### src/rtl/instr_fetch.sv
// Prefetch FIFO: flushable ring buffer; the head reads as zero while empty.
// Latency: a pushed word is visible at the head on the cycle after the push.
// Backpressure: the caller must not push when full; push and pop may coincide.
module ifetch_fifo #(
  parameter int DEPTH = 2,
  parameter int W     = 64
) (
  input  logic                     clk,
  input  logic                     rst,
  input  logic                     flush,
  input  logic                     push,
  input  logic [W-1:0]             push_dat,
  input  logic                     pop,
  output logic [$clog2(DEPTH):0]   count,
  output logic                     head_vld,
  output logic [W-1:0]             head_dat
);
  localparam int PW = $clog2(DEPTH);

  logic [PW-1:0] wr_q, wr_d, rd_q, rd_d;
  logic [PW:0]   cnt_q, cnt_d;
  logic [W-1:0]  mem_q [DEPTH];
  logic [W-1:0]  mem_d [DEPTH];

  always_comb begin
    wr_d  = wr_q;
    rd_d  = rd_q;
    cnt_d = cnt_q;
    mem_d = mem_q;
    if (flush) begin
      wr_d  = '0;
      rd_d  = '0;
      cnt_d = '0;
    end else begin
      if (push) begin
        mem_d[wr_q] = push_dat;
        wr_d        = wr_q + PW'(1);
      end
      if (pop) begin
        rd_d = rd_q + PW'(1);
      end
      cnt_d = cnt_q + (PW+1)'(push) - (PW+1)'(pop);
    end
  end

  always_ff @(posedge clk or posedge rst) begin
    if (rst) begin
      wr_q  <= '0;
      rd_q  <= '0;
      cnt_q <= '0;
      for (int i = 0; i < DEPTH; i++) begin
        mem_q[i] <= '0;
      end
    end else begin
      wr_q  <= wr_d;
      rd_q  <= rd_d;
      cnt_q <= cnt_d;
      mem_q <= mem_d;
    end
  end

  assign count    = cnt_q;
  assign head_vld = (cnt_q != '0);
  assign head_dat = head_vld ? mem_q[rd_q] : '0;
endmodule

// Instruction fetch: owns the PC, reads a synchronous ROM, buffers words for Decode.
// Latency: request in cycle 0, word pushed at the end of cycle 1, out_valid in cycle 2.
// Backpressure: requests issue only while FIFO slots cover every in-flight word.
module instr_fetch #(
  parameter int          DEPTH    = 2,
  parameter logic [31:0] RESET_PC = 32'h0000_0000,
  parameter int          AW       = 32
) (
  input  logic          clk,
  input  logic          rst,
  output logic          imem_req,
  output logic [AW-1:0] imem_addr,
  input  logic [31:0]   imem_rdata,
  output logic          out_valid,
  input  logic          out_ready,
  output logic [31:0]   out_instr,
  output logic [AW-1:0] out_pc,
  input  logic          branch_taken,
  input  logic [31:0]   branch_delta,
  input  logic [AW-1:0] branch_base_pc
);
  localparam int CW = $clog2(DEPTH) + 1;
  localparam logic [AW-1:0] PC_INIT = AW'(RESET_PC) & ~AW'(3);

  logic [AW-1:0]    pc_q, pc_d;
  logic [AW-1:0]    tag_q, tag_d;
  logic             inflight_q, inflight_d;
  logic [CW-1:0]    fifo_count;
  logic             head_vld;
  logic [31+AW:0]   head_dat;
  logic             pop;
  logic             push;
  logic [CW:0]      used;
  logic [AW-1:0]    target;

  assign out_valid = head_vld && !branch_taken;
  assign pop       = out_valid && out_ready;
  assign push      = inflight_q && !branch_taken;

  // A same-cycle pop frees its slot in time for the next response; this is
  // what sustains one instruction per cycle with only two entries.
  assign used     = {1'b0, fifo_count} + (CW+1)'(inflight_q) - (CW+1)'(pop);
  assign imem_req = !rst && !branch_taken && (used < (CW+1)'(DEPTH));
  assign imem_addr = pc_q;

  assign target = branch_base_pc + AW'($signed({branch_delta, 2'b00}));

  always_comb begin
    pc_d       = pc_q;
    tag_d      = tag_q;
    inflight_d = 1'b0;
    if (branch_taken) begin
      pc_d = target & ~AW'(3);
    end else if (imem_req) begin
      pc_d       = pc_q + AW'(4);
      tag_d      = pc_q;
      inflight_d = 1'b1;
    end
  end

  always_ff @(posedge clk or posedge rst) begin
    if (rst) begin
      pc_q       <= PC_INIT;
      tag_q      <= '0;
      inflight_q <= 1'b0;
    end else begin
      pc_q       <= pc_d;
      tag_q      <= tag_d;
      inflight_q <= inflight_d;
    end
  end

  ifetch_fifo #(
    .DEPTH (DEPTH),
    .W     (32 + AW)
  ) u_fifo (
    .clk      (clk),
    .rst      (rst),
    .flush    (branch_taken),
    .push     (push),
    .push_dat ({imem_rdata, tag_q}),
    .pop      (pop),
    .count    (fifo_count),
    .head_vld (head_vld),
    .head_dat (head_dat)
  );

  assign out_instr = head_dat[31+AW:AW];
  assign out_pc    = head_dat[AW-1:0];
endmodule

### config.mk
export PLATFORM = sky130hd
export DESIGN_NAME = instr_fetch
export DESIGN_NICKNAME = d
export VERILOG_FILES = /design/src/rtl/instr_fetch.sv
export SDC_FILE = /design/constraint.sdc
export NUM_CORES = 1
export LEC_CHECK = 0
export ABC_AREA = 1
export BUFFER_PORTS_ARGS = -buffer_cell sky130_fd_sc_hd__buf_2
export CAP_MARGIN = 20
export CORE_UTILIZATION = 25
export CTS_CLUSTER_SIZE = 10
export DETAILED_ROUTE_END_ITERATION = 8
export GPL_TIMING_DRIVEN = 0
export PLACE_DENSITY = 0.5
export SETUP_SLACK_MARGIN = 0.5
export SYNTH_ARGS = -nofsm -noshare
export SYNTH_HDL_FRONTEND = slang
export SYNTH_SLANG_ARGS = --single-unit
### constraint.sdc
create_clock -name clk -period 7.75 [get_ports clk]
set_clock_uncertainty 0.2 [all_clocks]
set_input_delay 1.1625 -clock clk [delete_from_list [all_inputs] [get_ports clk]]
set_output_delay 1.1625 -clock clk [all_outputs]
set_load 0.02 [all_outputs]
== Word level (Yosys, flattened, before mapping) ==
Cells that the tools add are included.
Operators by class
  add/subtract/negate cells: 8
  $mul: 0
  div/mod/pow operators: 0
  order comparisons: 4
  equality and inequality tests: 0
  shift operators: 0
  multiplexer cells: 16
  bitwise gates (word level): 3
  reductions and logical operators: 14
Operators with widths (count)
  $mux 64: 5
  $bwmux 128: 1
  $demux 64 s1: 1
  $mux 32: 2
  $add 32x3->32 const B: 1
  $add 32x32->32: 1
  $reduce_bool 2->1: 4
  $logic_and 1x1->1: 6
  $mux 1: 6
  $ge 2x2->1 const B: 2
  $not 1->2: 2
  $reduce_and 2->1: 2
  $add 2x1->3: 1
  $lt 3x2->1 const B: 1
  $sub 3x1->3: 1
  $add 1x1->1 const B: 2
  $add 2x1->2: 1
  $logic_not 1->1: 2
  $lt 2x1->1 const B: 1
  $mux 2: 1
  $sub 2x1->2: 1
  $not 1->1: 1
Word-level totals
  flip-flop bits (word level): 197
  bits in latches: 0
  RAM bits: 0
  memory bits (read-only): 0
  input bits: 100
  output and inout bits: 98
  memories: 0

== Logic depth before layout (Yosys ltp) ==
Gate-level depths: netlist of run 1.
  depth in word-level cells: 8
  gate-level depth with buffers: 17
  depth with buffers taken out: 17

== By module ==
A second synthesis of run 1 with hierarchy kept.
Second synthesis, totals
  cells, all modules: 1569
  area total of the unflattened synthesis: 11586.1 um2
Modules (own cells, without submodules)
  ifetch_fifo: instances 1, cells each 718, area an instance 6247.2 um2, sequential area each 3303.2 um2
  instr_fetch: instances 1, cells each 851, area an instance 5338.9 um2, sequential area each 1526.5 um2

== Least setup slack after synthesis of run 1 ==
No wires, ideal clock.
  path type: input to output
  start point: input port branch_taken
  end point: output port imem_req
  arrival time: 3.438 ns
  data required time: 6.387 ns
  path slack: 2.949 ns
  stages on the path: 14
  path buffers: 3
  cells stage by stage: clkbuf_1 nor2_1 nand2_1 inv_1 ha_1 inv_1 nand2_1 fa_1 nand2_1 nor2_2 nand2_4 buf_2 buf_2 inv_1
On the way
  cells in the longest elaborated chain, start to end: 6
  elaborated cells between the ends (all ways): 7
  classes of those cells: add/sub (1); order compare (1); reduce/logical (5)
RTL lines
  start, declared: RTL line 84  | input logic branch_taken,
  $logic_not 1->1: RTL line 102  | assign out_valid = head_vld && !branch_taken;
  $logic_and 1x1->1: RTL line 102
  net out_valid: RTL line 80  | output logic out_valid,
  $logic_and 1x1->1: RTL line 103  | assign pop = out_valid && out_ready;
  $sub 3x1->3: RTL line 108  | assign used = {1'b0, fifo_count} + (CW+1)'(inflight_q) - (CW+1)'(pop);
  $lt 3x2->1: RTL line 109  | assign imem_req = !rst && !branch_taken && (used < (CW+1)'(DEPTH));
  $logic_and 1x1->1: RTL line 109
  end, declared: RTL line 77  | output logic imem_req,
The timed path passes the listed nets, and every way through them passes these cells.

== Worst setup path in the final report of run 1 ==
  start point: input port branch_taken
  end point: output port imem_req
On the way
  cells in the longest elaborated chain, start to end: 6
  elaborated cells between the ends (all ways): 7
  classes of those cells: add/sub (1); order compare (1); reduce/logical (5)
RTL lines (RTL line)
  $logic_not 1->1 (*): 102, 109
  $logic_and 1x1->1: 102
  $logic_and 1x1->1: 103
  $sub 3x1->3: 108
  $lt 3x2->1: 109
  $logic_and 1x1->1 (*): 109
Mark *: on every way between the ends. The rest lies on a longest branch, timed or not.

==> results of run 1 <==
worst max-delay path by stage:
stage,from,end,slack (ns),cells after the start
after floorplan,rst,imem_addr[10],1.25,1
after global placement,rst,u_fifo.mem_q[38],-1.23,2
after detailed placement,branch_taken,imem_req,1.99,15
after CTS,branch_taken,imem_req,1.97,16
after global routing,branch_taken,imem_req,1.86,16
final,branch_taken,imem_req,2.12,16
power groups by stage:
| stage | sequential, W | combinational, W | clock (W) |
|---|---|---|---|
| floorplan | 0.00162 | 0.000842 | 0 |
| global placement | 0.00162 | 0.00128 | 0 |
| detailed placement | 0.00163 | 0.00130 | 0 |
| CTS | 0.00161 | 0.00131 | 0.000857 |
| global route | 0.00167 | 0.00148 | 0.000895 |
| finish | 0.00162 | 0.00129 | 0.000829 |
area by class of cell:
cell class                      count  share of cell area [%]
Clock inverter                     13                   0.804
Timing Repair Buffer              190                    7.36
Clock buffer                       19                    3.35
Sequential cell                   189                    35.8
Multi-Input combinational cell   1073                    38.9
Buffer                             65                    2.26
Tap cell                          585                    5.53
Inverter                          210                    6.02
worst max-delay path, stage by stage:
cell	delay [ns]
buf_2	0.16
clkbuf_1	0.50
nor2_1	0.21
nand2_1	0.20
inv_1	0.06
ha_1	0.26
inv_1	0.08
nand2_1	0.06
fa_1	0.44
nand2_1	0.09
nor2_2	0.05
nand2_4	0.12
buf_2	0.30
buf_2	0.29
inv_1	0.10
buf_2	0.17
cells by family (layout without fill, tap and decap cells):
logic type               after synthesis  count (layout)  synth area share [%]
AO/OA/AOI/OAI                        307             307                  14.8
XOR/XNOR                              12              12                 0.960
other                                  1               4                0.0342
adder cells (fa/ha/maj)               35              35                  4.14
flip-flops                           189             189                  43.2
buffers and inverters                275             497                  9.93
AND/OR/NAND/NOR                      715             715                  27.0
flip-flops by register name, indices dropped and copies added, names as in the netlist:
register      cells
u_fifo.mem_q    124
inflight_q        1
tag_q            30
u_fifo.count      2
imem_addr        30
u_fifo.wr_q       1
u_fifo.rd_q       1
through the flow:
step	util (%)	hold WS [ns]	setup slack (ns)	TNS, ns	total power, W
after floorplan	-	0.253	1.25	0	0.00246
after global placement	29.3	0.265	-1.23	-229.15	0.00289
after detailed placement	29.4	0.273	1.99	0	0.00293
after CTS	30.6	0.290	1.97	0	0.00378
after global routing	30.6	0.303	1.86	0	0.00404
final	30.6	0.283	2.12	0	0.00373
cell usage after synthesis (all sizes together) (3+ instances only):
cell type	count	area share [%]
a21oi	107	4.9
a31oi	5	0.29
and2	3	0.17
buf	27	1.4
clkbuf	38	1.4
dfrtp	189	43
ha	33	3.8
inv	210	7.2
nand2	514	18
nand3	69	3.2
nand3b	5	0.34
nand4	12	0.69
nor2	93	3.7
nor3	15	0.83
o211ai	7	0.48
o21ai	167	7.7
o21bai	8	0.55
o221ai	3	0.24
o22ai	4	0.23
or2	4	0.23
xnor2	3	0.24
xor2	9	0.72
layer usage:
metal  vias up  track usage, %  share of wire, %
li1       5292               -                 -
met1      4751            21.6                46
met2       257            27.0                47
met3        20            3.46               6.0
met4         0            3.07              0.80
met5         -               0                 0
==> flow_summary.toml, run 1 <==
[worst_setup_path]
critPathRequiredTime_ns = 6.39
r2r_slack_ns = 3.78
worstSetupEndpointType = "output pin"
critical_path.startpoint_type = "input port"
reg2reg_to = "imem_addr[4]"
worstPathArrival_ns = 4.27
crit_type = "in -> out"
path_max_fanout = 10
r2r_start = "u_fifo.count[1]"
r2r_cells = 16

[clock_network]
clk_pin_slew_ns = 0.07
numCtsBuffers = 17
cts_root_buf = "clkbuf_16"
clock_sinks = 189
post_cts_resized = 0
cts_max_level = 4
clockBufferDepth = 2
clock_latency_ns = 0.43
cts_setup_buffers = 0
holdBufCountCts = 0
cts_tree = "yes"

[run_status]
status = "finished, final reports clean"

[synth]
syn_avg_cell_area_um2 = 7.14
synth_warnings = 0
synth_ff_type = "dfrtp_1"
synth_cells = 1534
synth-seq-cells = 189
syn_area_mm2 = 0.0110
synthArstFlopShare_pct = 100
yosysSeqAreaShare_pct = 43.2
synth_cell_types = 43
synth_edf_count = 0

[global_routing]
grt_use_total_pct = 16.2
grt_max_degree = 122
overflow = 0
grt_pass1_wl_mm = 56.1
antenna_found_initial = 0
grt_pass1_vias = 10100

[finish]
filler_cell_count = 4846
layoutNonFillerInstCount = 2344
final_cell_mix = "nand2_1, buf_2, inv_1"
fin_area_mm2 = 0.0132
seqCellArea_mm2 = 0.00473
final_common_cell = "nand2_1"
antenna_cells = 0
area_growth_pct = 20.8
multi_input_area_mm2 = 0.00515
drive_gt1_share_pct = 15.8
nets = 1881

[place]
place_area_mm2 = 0.0127
io_buffer_count = 189
dp_hpwl_mm = 27.2
place.gp.congestion = 0.860
dp_cells = 2312

[sta]
setup-violations-final = 0
fin_crit_ns = 5.63
hold_viol = 0
rsz0062_at_grt = "no"
slew_headroom_pct = 36.3
slew_viol_final = 0
worstMarginPinSlew_ns = 0.951
min_period_over_period_pct = 72.7
max_clock_freq_mhz = 177

[power]
power_frac_clock_pct = 22.2
swShare_pct = 40.0
comb_power_share_pct = 34.5
p_sw_w = 0.00149
ir_drop_mv = 0.141
seqPwrFrac_pct = 43.3
p_per_area_mw_per_mm2 = 282
p_int_w = 0.00224
leakagePower_nw = 6.89

[route]
drtIter0Drc = 838
wl_per_cell_um = 15.2
drt_pass1_iterations = 5
ant_nets = 0
vias = 10300
drc = 0
via_per_inst = 4.40
wl_mm = 35.6

[die]
die_width_um = 211
io_pins = 198
start_util_pct = 25.4
rows = 76
fp.dieH_um = 211
coreArea_mm2 = 0.0432
dieArea_mm2 = 0.0446

[run]
drv_cap = 0

[min_path]
holdPathStages = 2
min_from = "u_fifo.mem_q[94]"
hold_class = "reg -> reg"
min_to = "u_fifo.mem_q[94]"
Power figures use the tool's default switching activity.
==> run 2: changes to the inputs <==
PLACE_DENSITY = 0.52   (was 0.5)
clock period = 5.1 ns   (was 7.75 ns; I/O delays follow)
==> flow_summary.toml, run 2 (synthesis results as in run 1) <==
[sta]
rsz0062_at_grt = "no"
hold_viol = 0
max_clock_freq_mhz = 227
setup-violations-final = 0
worstMarginPinSlew_ns = 0.688
fin_crit_ns = 4.41
slew_headroom_pct = 54.1
min_period_over_period_pct = 86.5
tns_ns = 0
slew_viol_final = 0

[die]
rows = 76
die_width_um = 211
io_pins = 198
coreArea_mm2 = 0.0432
fp.dieH_um = 211
start_util_pct = 25.4
dieArea_mm2 = 0.0446

[global_routing]
grt_pass1_wl_mm = 56.0
grt_use_total_pct = 16.2
grt_max_degree = 38
antenna_found_initial = 0
grt_pass1_vias = 9815
overflow = 0

[place]
dp_cells = 2316
place.gp.congestion = 0.837
io_buffer_count = 189
dp_hpwl_mm = 27.8

[clock_network]
clk_pin_slew_ns = 0.07
numCtsBuffers = 17
cts_max_level = 4
cts_tree = "yes"
clock_sinks = 189
clock_latency_ns = 0.43
clockBufferDepth = 2
cts_root_buf = "clkbuf_16"

[finish]
area_growth_pct = 22.1
filler_cell_count = 4819
antenna_cells = 0
largest_reg_flops = 124
seqCellArea_mm2 = 0.00473
final_common_cell = "nand2_1"
regMostFlops = "u_fifo.mem_q"
nets = 1886
layoutNonFillerInstCount = 2349
multi_input_area_mm2 = 0.00516
drive_gt1_share_pct = 16.3
final_cell_mix = "nand2_1, buf_2, inv_1"
final_core_util_pct = 31.0

[route]
met2_length_mm = 16.8
via_per_inst = 4.45
topRoutingLayerUsed = "met4"
wl_mm = 36.1
wl_met3_mm = 2.08
drtIter0Drc = 818
vias = 10500
drc = 0
wl_per_cell_um = 15.3
met1_length_mm = 16.8
ant_nets = 0
drt_pass1_iterations = 5

[worst_setup_path]
worstSetupEndpointType = "output pin"
critPathRequiredTime_ns = 4.14
worstPathArrival_ns = 3.45
path_max_fanout = 10
critical_path.startpoint_type = "input port"
r2r_slack_ns = 1.89
crit_type = "in -> out"

[run]
drv_cap = 0

[power]
p_per_area_mw_per_mm2 = 435
ir_drop_mv = 0.238
leakagePower_nw = 6.96

[min_path]
hold_class = "in -> async"

[run_status]
status = "finished, final reports clean"
run 2: cell count changes in the layout (fill, tap and decap cells not counted), moves of 2 or more:
cell and delta:
clkbuf_1 -2, buf_4 +2, buf_12 +5, nor2_1 -2, bufinv_16 +2
run 2: routing by layer:
layer	vias up	global-route usage, %
met5	-	0
met4	0	3.52
met3	23	3.16
met2	284	26.2
met1	4857	22.4
li1	5298	-
run 2: through the flow:
stage / area (µm²) / hold slack, ns / worst slack (ns) / total power (W)
after floorplan: 11000 / 0.253 / 1.09 / 0.00375
after global placement: 12600 / 0.265 / 0.160 / 0.00440
after detailed placement: 12700 / 0.273 / 0.119 / 0.00446
after CTS: 13400 / 0.190 / 0.527 / 0.00586
after global routing: 13400 / 0.204 / 0.513 / 0.00626
final: 13400 / 0.186 / 0.687 / 0.00581
run 2: where the power goes:
| part | internal, W | leakage, nW | total [W] | switching (W) |
|---|---|---|---|---|
| registers | 0.00210 | 2.38 | 0.00246 | 0.000356 |
| logic | 0.000664 | 4.29 | 0.00197 | 0.00131 |
| clock network | 0.000743 | 0.293 | 0.00138 | 0.000642 |
run 2: final cells by class:
class,instances,share of cell area [%]
clock inverter,15,1.30
buffer,65,2.28
sequential,189,35.4
clock buffer,17,3.18
timing repair buffer,195,7.88
multi-input combinational,1073,38.6
tap,585,5.48
inverter,210,5.92
run 2: worst max-delay path, cell delays in order:
cell      delay, ns
buf_2          0.15
clkbuf_4       0.23
nor2_2         0.21
nand2_1        0.14
inv_1          0.09
ha_1           0.23
inv_1          0.08
nand2_1        0.06
fa_1           0.49
nand2_1        0.07
nor2_2         0.14
nand2_4        0.11
buf_4          0.22
buf_2          0.20
inv_1          0.10
buf_2          0.16
run 2: timing repair:
action | 4_1_cts | 5_1_grt
setup endpoints to repair | 1 | 1
buffers inserted | 0 | 1
gates resized for setup | 5 | 2
endpoints found under the hold margin | 0 | 0
hold buffers | 0 | 0
pin swaps | 0 | 1
run 2: final timing paths:
kind / startpoint / end / cells after the start
setup / recovery: branch_taken / imem_req / 16
hold / removal: rst / u_fifo.count[1] / 2
setup reg to reg: u_fifo.count[1] / imem_addr[4] / 16
hold reg to reg: u_fifo.mem_q[87] / u_fifo.mem_q[87] / 2
max in group asynchronous: rst / u_fifo.mem_q[62] / 4
min in group clk: u_fifo.mem_q[87] / u_fifo.mem_q[87] / 2
==> run 3: changes to the inputs <==
PLACE_DENSITY = 0.51   (was 0.52)
SYNTH_HIERARCHICAL = 1   (was unset)
==> flow_summary.toml, run 3 <==
[sta]
setup-violations-final = 0
worstMarginPinSlew_ns = 0.695
slew_viol_final = 0
min_period_over_period_pct = 87.1
fin_crit_ns = 4.44
hold_ws_ns = 0.237
rsz0062_at_grt = "no"
max_clock_freq_mhz = 225
tns_ns = 0
setup_slack_ns = 0.655
slew_headroom_pct = 53.7
hold_viol = 0

[synth]
synth-seq-cells = 193
synth_area_leaders = "dfrtp_1, nand2_1, inv_1"
synth_ff_type = "dfrtp_1"
synth_warnings = 6
ys_top_cells_by_count = "nand2_1, inv_1, dfrtp_1"
yosysMostFrequentCell = "nand2_1"
syn_avg_cell_area_um2 = 7.38
yosysSeqAreaShare_pct = 41.7
synthArstFlopShare_pct = 100
synth_edf_count = 0
synth_cells = 1569
syn_area_mm2 = 0.0116
synth_cell_types = 42
netlist.area_leader.share_pct = 41.7
synth_area_leader_cell = "dfrtp_1"

[die]
die_width_um = 217
io_pins = 198
fp.dieH_um = 217
start_util_pct = 25.4
dieArea_mm2 = 0.0472
rows = 78
coreArea_mm2 = 0.0456

[worst_setup_path]
worstSetupEndpointType = "output pin"
crit_type = "in -> out"
worstPathArrival_ns = 3.48
path_max_fanout = 10
critPathRequiredTime_ns = 4.14
r2r_start = "u_fifo/count[1]"
reg2reg_to = "imem_addr[5]"
critical_path.startpoint_type = "input port"
r2r_slack_ns = 1.22
r2r_cells = 17
endpoint = "imem_req"
cp-startpoint = "branch_taken"

[clock_network]
cts_max_level = 4
clock_sinks = 193
numCtsBuffers = 17
cts_tree = "yes"
clockBufferDepth = 2
cts_root_buf = "clkbuf_16"
clock_latency_ns = 0.44
holdBufCountCts = 0
clk_pin_slew_ns = 0.08

[run_status]
status = "finished, final reports clean"

[finish]
seqCellArea_mm2 = 0.00483
area_growth_pct = 20.9
multi_input_area_mm2 = 0.00552
final_core_util_pct = 30.7
regMostFlops = "u_fifo/mem_q"
final_cell_mix = "nand2_1, buf_2, inv_1"
largest_reg_flops = 128
layoutNonFillerInstCount = 2401
antenna_cells = 0
nets = 1923
drive_gt1_share_pct = 21.2
final_common_cell = "nand2_1"
filler_cell_count = 4944

[place]
io_buffer_count = 191
dp_cells = 2365
dp_slack_ns = -0.0100
place.gp.congestion = 0.829
dp_hpwl_mm = 28.7

[power]
p_per_area_mw_per_mm2 = 389
leakagePower_nw = 7.25
ir_drop_mv = 0.183

[global_routing]
antenna_found_initial = 0
grt_pass1_wl_mm = 58.7
grt_max_degree = 77
overflow = 0
grt_pass1_vias = 10400
grt_use_total_pct = 16.0

[route]
drt_pass1_iterations = 5
ant_nets = 0
wl_mm = 37.3
drtIter0Drc = 832
via_per_inst = 4.48
vias = 10700
wl_per_cell_um = 15.5
drc = 0

[min_path]
hold_class = "in -> async"

[run]
drv_cap = 0
==> run 3: cell count changes in the layout (fill, tap and decap cells not counted), moves of 7 or more <==
cell and change:
inv_1 -10, buf_4 +7, o21ai_2 +58, o21ai_0 -115, nand2_1 +18, buf_6 +29
clkbuf_1 -26, nor2_1 +17, o21ai_1 +61
==> run 3: kinds of logic after synthesis <==
kind of cell    synth area share, %
other cells                  0.0324
xor+xnor                      0.832
compound gates                 15.8
simple gates                   26.8
fa+ha+maj                      3.91
buf+inv                        10.9
flops                          41.7
==> run 3: power breakdown <==
group,total [W],switching (W),internal (W)
combinational,0.00180,0.00116,0.000642
clock,0.00132,0.000654,0.000663
sequential,0.00233,0.000311,0.00202
==> run 3: how the worst min path moves through the flow <==
stage | endpoint | slack [ns] | from
global placement | u_fifo/mem_q[60] | 0.26 | u_fifo/mem_q[60]
floorplan | tag_q[11] | 0.25 | tag_q[11]
finish | u_fifo/mem_q[124] | 0.24 | rst
detailed placement | u_fifo/mem_q[59] | 0.27 | u_fifo/mem_q[59]
CTS | u_fifo/mem_q[60] | 0.25 | rst
global route | u_fifo/mem_q[60] | 0.27 | rst
==> run 3: final cells by class <==
type | instances | area share (%)
inverter | 201 | 5.42
tap | 600 | 5.36
buffer | 67 | 3.83
clock inverter | 14 | 0.982
multi-input combinational | 1111 | 39.4
timing repair buffer | 197 | 7.38
clock buffer | 18 | 3.14
sequential | 193 | 34.5
==> run 3: repair_timing <==
item | CTS | global route
buffers inserted | 2 | 2
endpoints found under the setup margin | 1 | 1
resized for setup | 13 | 2
pin swaps | 1 | 1
cloned | 0 | 0
==> run 3: per-stage QoR <==
step           cell area, µm²  total power [W]
6_report                14000          0.00545
5_1_grt                 14000          0.00588
4_1_cts                 14000          0.00552
3_5_place_dp            13400          0.00416
3_3_place_gp            13300          0.00411
2_1_floorplan           11600          0.00355
==> run 3: worst max-delay path, cell delays in order <==
cell,delay [ns]
buf_2,0.14
clkbuf_4,0.19
inv_2,0.08
buf_4,0.19
and3_2,0.27
ha_1,0.24
or2_2,0.30
fa_1,0.49
nand2_1,0.06
nor2_2,0.12
nand2_4,0.06
buf_6,0.15
clkbuf_4,0.20
inv_1,0.07
buf_2,0.15
==> run 3: routing by layer <==
| layer | global-route usage (%) | part of all wire, % |
|---|---|---|
| met3 | 2.96 | 5.3 |
| met5 | 0 | 0 |
| met1 | 21.7 | 46 |
| met2 | 26.7 | 47 |
| met4 | 2.56 | 0.87 |
